===== src/rtl/disp_pkg.sv =====
// Shared types and constants for the seven-segment display owner arbiter.
package disp_pkg;

    // Arbiter control states.
    typedef enum logic [1:0] {
        IDLE  = 2'd0,
        BLANK = 2'd1,
        OWN   = 2'd2
    } arb_state_t;

    // One active-low segment byte: {dp,g,f,e,d,c,b,a}.
    typedef logic [7:0] seg_t;

    // All segments off (active-low).
    localparam seg_t SEG_OFF = 8'hFF;

endpackage


===== src/rtl/rr_pick.sv =====
// Combinational round-robin picker: finds the first set bit of vec at or
// after start, wrapping from N-1 back to 0.
module rr_pick #(
    parameter int N = 4
) (
    input  logic [N-1:0]         vec,
    input  logic [$clog2(N)-1:0] start,
    output logic                 found,
    output logic [$clog2(N)-1:0] idx
);

    localparam int          IW = $clog2(N);
    localparam int unsigned NU = N;

    // Scan every position once, starting at start, and keep the first hit.
    always_comb begin
        int unsigned      j;
        logic [IW-1:0]    jj;
        found = 1'b0;
        idx   = '0;
        j     = 0;
        jj    = '0;
        for (int unsigned i = 0; i < NU; i++) begin
            j  = (32'(start) + i) % NU;
            jj = IW'(j);
            if (!found && vec[jj]) begin
                found = 1'b1;
                idx   = jj;
            end
        end
    end

endmodule


===== src/rtl/disp_owner_arb.sv =====
// Round-robin owner arbiter for the shared 4-digit seven-segment display.
// Grants the display to one requester at a time with a minimum dwell per
// owner and an all-off blanking gap at every handover. All outputs are
// registered.
// Optional feature: define DISP_ARB_LOCK_EN to add the per-requester lock
// input, which lets the current owner suppress preemption.
module disp_owner_arb
    import disp_pkg::*;
#(
    parameter int NREQ      = 4,
    parameter int DWELL     = 100_000_000,
    parameter int BLANK_CYC = 4
) (
    input  logic                    clk,
    input  logic                    reset_n,
    input  logic [NREQ-1:0]         req,
    input  logic [NREQ*32-1:0]      din,
`ifdef DISP_ARB_LOCK_EN
    input  logic [NREQ-1:0]         lock,
`endif
    output logic [NREQ-1:0]         gnt,
    output logic [$clog2(NREQ)-1:0] owner,
    output seg_t                    d3,
    output seg_t                    d2,
    output seg_t                    d1,
    output seg_t                    d0
);

    localparam int          OW = $clog2(NREQ);
    localparam int          DW = (DWELL > 1) ? $clog2(DWELL) : 1;
    localparam int          BW = (BLANK_CYC > 1) ? $clog2(BLANK_CYC) : 1;
    localparam int unsigned NU = NREQ;

    arb_state_t       state;
    logic [OW-1:0]    rr_ptr;
    logic [DW-1:0]    dwell_cnt;
    logic [BW-1:0]    blank_cnt;

    logic [OW-1:0]    owner_nxt;
    logic [NREQ-1:0]  pick_vec;
    logic [OW-1:0]    pick_start;
    logic             pick_found;
    logic [OW-1:0]    pick_idx;
    logic [31:0]      own_din;
    logic             hold;

    // Successor index of the current owner, wrapping NREQ-1 to 0.
    always_comb begin
        owner_nxt = (owner == OW'(NREQ - 1)) ? '0 : owner + 1'b1;
    end

    // One shared picker: IDLE searches the full request vector from rr_ptr;
    // BLANK/OWN search from owner+1 with the owner masked out, which both
    // prevents self-selection on preemption and is a no-op when the owner
    // has already dropped its request.
    always_comb begin
        if (state == IDLE) begin
            pick_vec   = req;
            pick_start = rr_ptr;
        end else begin
            pick_vec   = req & ~(NREQ'(1) << owner);
            pick_start = owner_nxt;
        end
    end

    rr_pick #(.N(NREQ)) u_pick (
        .vec   (pick_vec),
        .start (pick_start),
        .found (pick_found),
        .idx   (pick_idx)
    );

    // Select the owner's 32-bit digit word.
    always_comb begin
        own_din = '0;
        for (int unsigned k = 0; k < NU; k++) begin
            if (owner == OW'(k)) begin
                own_din = din[32*k +: 32];
            end
        end
    end

    // Owner lock: suppresses preemption only; release on req drop still wins.
`ifdef DISP_ARB_LOCK_EN
    always_comb begin
        hold = lock[owner];
    end
`else
    always_comb begin
        hold = 1'b0;
    end
`endif

    // Arbiter FSM with registered grant, owner and segment outputs.
    always_ff @(posedge clk) begin
        if (!reset_n) begin
            state     <= IDLE;
            owner     <= '0;
            rr_ptr    <= '0;
            dwell_cnt <= '0;
            blank_cnt <= '0;
            gnt       <= '0;
            d3        <= SEG_OFF;
            d2        <= SEG_OFF;
            d1        <= SEG_OFF;
            d0        <= SEG_OFF;
        end else begin
            case (state)
                IDLE: begin
                    gnt <= '0;
                    d3  <= SEG_OFF;
                    d2  <= SEG_OFF;
                    d1  <= SEG_OFF;
                    d0  <= SEG_OFF;
                    if (pick_found) begin
                        owner     <= pick_idx;
                        blank_cnt <= BW'(BLANK_CYC - 1);
                        state     <= BLANK;
                    end
                end
                BLANK: begin
                    gnt <= '0;
                    d3  <= SEG_OFF;
                    d2  <= SEG_OFF;
                    d1  <= SEG_OFF;
                    d0  <= SEG_OFF;
                    if (blank_cnt != '0) begin
                        blank_cnt <= blank_cnt - 1'b1;
                    end else if (req[owner]) begin
                        state     <= OWN;
                        gnt       <= NREQ'(1) << owner;
                        dwell_cnt <= DW'(DWELL - 1);
                        {d3, d2, d1, d0} <= own_din;
                    end else if (pick_found) begin
                        owner     <= pick_idx;
                        blank_cnt <= BW'(BLANK_CYC - 1);
                    end else begin
                        state <= IDLE;
                    end
                end
                OWN: begin
                    if (!req[owner] || (dwell_cnt == '0 && pick_found && !hold)) begin
                        // Release and preemption share the handover path.
                        rr_ptr <= owner_nxt;
                        gnt    <= '0;
                        d3     <= SEG_OFF;
                        d2     <= SEG_OFF;
                        d1     <= SEG_OFF;
                        d0     <= SEG_OFF;
                        if (pick_found) begin
                            owner     <= pick_idx;
                            blank_cnt <= BW'(BLANK_CYC - 1);
                            state     <= BLANK;
                        end else begin
                            state <= IDLE;
                        end
                    end else begin
                        {d3, d2, d1, d0} <= own_din;
                        if (dwell_cnt != '0) begin
                            dwell_cnt <= dwell_cnt - 1'b1;
                        end
                    end
                end
                default: begin
                    state <= IDLE;
                end
            endcase
        end
    end

endmodule


===== config.mk =====
export PLATFORM = sky130hd
export DESIGN_NAME = disp_owner_arb
export DESIGN_NICKNAME = d
export VERILOG_FILES = /design/src/rtl/disp_pkg.sv /design/src/rtl/rr_pick.sv /design/src/rtl/disp_owner_arb.sv
export SDC_FILE = /design/constraint.sdc
export NUM_CORES = 1
export LEC_CHECK = 0
export CORE_UTILIZATION = 32
export CTS_BUF_LIST = sky130_fd_sc_hd__clkbuf_4 sky130_fd_sc_hd__clkbuf_8 sky130_fd_sc_hd__clkbuf_16
export DETAILED_ROUTE_END_ITERATION = 16
export SLEW_MARGIN = 20
export SYNTH_ARGS = -nofsm -noshare
export SYNTH_HDL_FRONTEND = slang
export SYNTH_HIERARCHICAL = 1
export SYNTH_SLANG_ARGS = --single-unit

===== constraint.sdc =====
create_clock -name clk -period 2.8 [get_ports clk]
set_clock_uncertainty 0.1 [all_clocks]
set_input_delay 0.28 -clock clk [delete_from_list [all_inputs] [get_ports clk]]
set_output_delay 0.28 -clock clk [all_outputs]
set_load 0.01 [all_outputs]

==> metrics.csv <==
metric,value,unit
dieArea,13800,um2
slew_headroom,0.572,
syn_inst,516,
startpoint,dwell_cnt[4]$_SDFFE_PN0P_,
viasPerCell,5.43,
fin_tns_setup,0,ns
finalSetupViolCount,0,
synthTopCellsByArea,"dfxtp_1 33%, o22a_1 6.8%, a22o_1 6.6%, a22oi_1 5.4%, o21ai_0 5.2%",
final_antenna_net_count,0,
h-tree-depth,3,
finalCritPeriodShare,0.947,
async_flop_share,0,
drt_iter0_markers,233,
powerDensity,1060,nW/um2
netlist_area,4270,um2
initial_utilization,0.333,
setup.worst_path.class,flop to flop,
ioPinCount,172,
grt_pass1_vias,4398,
dp_hpwl,11.2,mm
clock_latency,0.34,ns
reg2regPathDepth,5,
ys_warn_count,6,
r2r_end,dwell_cnt[24]$_SDFFE_PN0P_,
min_period,2.65,ns
drc,0,
clockBufferDepth,2,
worstSetupEndpointType,flop,
cts.clk_slew.worst_paths,0.06,ns
dr.pass1.iters,4,
gr-usage-all-layers,0.212,
max_freq,377,MHz
hold_path_class,flop to flop,
critPathCapture,dwell_cnt[24]$_SDFFE_PN0P_,
status,completed,
syn_to_final_growth,53.9,%
wl_per_cell,17.3,um
diodes,0,
die_h,118,um
hold_slack,0.359,ns
maxCapViolations,0,
grt_pass1_wl,23.4,mm
synth-seq-area-share,0.333,
nets,825,
core.rowCount,41,
place_congestion,0.888,
start_kind,flop,
crit_fanout,8,
worstPathRequired,2.97,ns
cts-root-buf,clkbuf_16,
num_vias,4659,
synth.avg_cell_area,8.28,um2
synth_ff_type,dfxtp_1,
slew_violations,0,
cts_tree,yes,
grt_overflow,0,
cts_buffers,9,
grt_max_degree,66,
cts_hold_buffers,0,
postCtsSetupBuffers,0,
finalHoldViolCount,0,
synth-edff-count,0,
finalWirelength,14.8,mm
p_leak,2.47,nW
cts_sinks,71,
ys_ff_latch,71,
synth.distinct_cells,58,
tightest_slew,0.642,ns
arrival,2.82,ns
yosys.area.top_type,dfxtp_1,
fp.dieW,118,um
regToRegSetupSlack,0.15,ns
rsz0062_at_grt,no,
n_fill_cell,1229,
drive_gt1_frac,0.0904,
synth_nets,660,
antenna_found_initial,0,
ir_drop,0.757,mV
core-area,12800,um2
io_buffers,171,
synth_top_area_frac,0.333,
worstReg2RegStart,dwell_cnt[4]$_SDFFE_PN0P_,
==> worst min path at each step <==
stage	from	endpoint	slack, ns	cells past startpoint
detailed placement	rr_ptr[1]$_SDFFE_PN0P_	rr_ptr[1]$_SDFFE_PN0P_	0.35	2
floorplan	rr_ptr[1]$_SDFFE_PN0P_	rr_ptr[1]$_SDFFE_PN0P_	0.33	2
global placement	rr_ptr[1]$_SDFFE_PN0P_	rr_ptr[1]$_SDFFE_PN0P_	0.34	2
CTS	rr_ptr[1]$_SDFFE_PN0P_	rr_ptr[1]$_SDFFE_PN0P_	0.36	2
finish	rr_ptr[1]$_SDFFE_PN0P_	rr_ptr[1]$_SDFFE_PN0P_	0.36	2
global route	gnt[0]$_SDFFE_PN0P_	gnt[0]$_SDFFE_PN0P_	0.39	2
==> layer usage <==
layer	part of all wire	GRT usage	vias up	wire length [um]
li1	-	-	2316	-
met1	0.43	0.250	2182	6450
met2	0.49	0.376	141	7280
met3	0.057	0.0494	20	843
met4	0.018	0.0697	0	263
met5	0	0	-	0
==> layout make-up <==
| class | instances | area [um2] | share of cell area |
|---|---|---|---|
| Clock buffer | 13 | 280 | 0.0427 |
| Clock inverter | 3 | 15.0 | 0.00229 |
| Inverter | 17 | 63.8 | 0.00971 |
| Multi-Input combinational cell | 379 | 2610 | 0.397 |
| Sequential cell | 71 | 1420 | 0.217 |
| Tap cell | 172 | 215 | 0.0328 |
| Timing Repair Buffer | 203 | 1960 | 0.299 |
==> what timing repair did <==
action                                  CTS  global route
resized for setup                         0             3
endpoints found under the setup margin    0             1
endpoints found under the hold margin     0             0
==> cell families after synthesis <==
group,after synthesis,synth area share
AO/OA/AOI/OAI,218,0.377
AND/OR/NAND/NOR,140,0.173
flip-flops,71,0.333
buffers and inverters,66,0.0612
adder cells (fa/ha/maj),10,0.0293
multiplexers,6,0.0173
XOR/XNOR,5,0.0103
==> worst max-delay path, cell delays in order (launching register included) <==
cell	delay [ns]
dfxtp_1	0.35
or4_1	0.66
or2_1	0.37
or4_4	0.54
or4_1	0.48
nand3_1	0.09
==> placed cells by master (no fill, tap or decap), drive strengths merged, types with 5 or more instances in the layout <==
cell type      instances
nand2b                 6
nand2                 49
a22oi                 31
ha                    10
o21a                   7
o31a                  15
or3                   11
xnor2                  5
buf                   32
or4                   10
o31ai                  7
clkbuf                13
inv                   17
nor4                   9
nor3                  10
nor2                  11
o21ai                 45
dfxtp                 71
o22a                  33
a22o                  32
clkdlybuf4s50        171
a21oi                 18
nand3                 12
==> per-stage QoR <==
| stage | setup WS (ns) | power (W) | instance area [um2] | utilization | cells |
|---|---|---|---|---|---|
| floorplan | 0.0239 | 0.00426 | 4280 | - | 516 |
| global placement | 0.203 | 0.00578 | 6270 | 0.489 | 842 |
| detailed placement | 0.157 | 0.00584 | 6270 | 0.489 | 842 |
| CTS | 0.141 | 0.00700 | 6570 | 0.512 | 858 |
| global route | 0.0492 | 0.00750 | 6570 | 0.512 | 858 |
| finish | 0.148 | 0.00695 | 6570 | 0.512 | 858 |
==> power by group <==
part	leakage (nW)	internal (W)	switching (W)
registers	0.581	0.00138	0.000293
logic	1.74	0.00195	0.00221
clock network	0.151	0.000692	0.000432
==> cells in the mapped netlist, types with 6 or more instances <==
master and count:
o22a_1 33, nor3_1 10, nor2_1 11, nor4_1 9
nand2_1 49, dfxtp_1 71, clkbuf_1 43, or3_1 11
nand3_1 12, a22oi_1 31, o31a_1 15, nand2b_1 6
or4_1 9, a22o_1 32, o31ai_1 7, a21oi_1 18
o21a_1 7, inv_1 16, ha_1 10, o21ai_0 44
==> flip-flops by register name, summed over array words and instances (netlist names) <==
name and flops:
dwell_cnt 27, d0 8, d1 8, d2 8, d3 8, gnt 4, blank_cnt 2, owner 2
rr_ptr 2, state 2
Power figures use the tool's default switching activity.
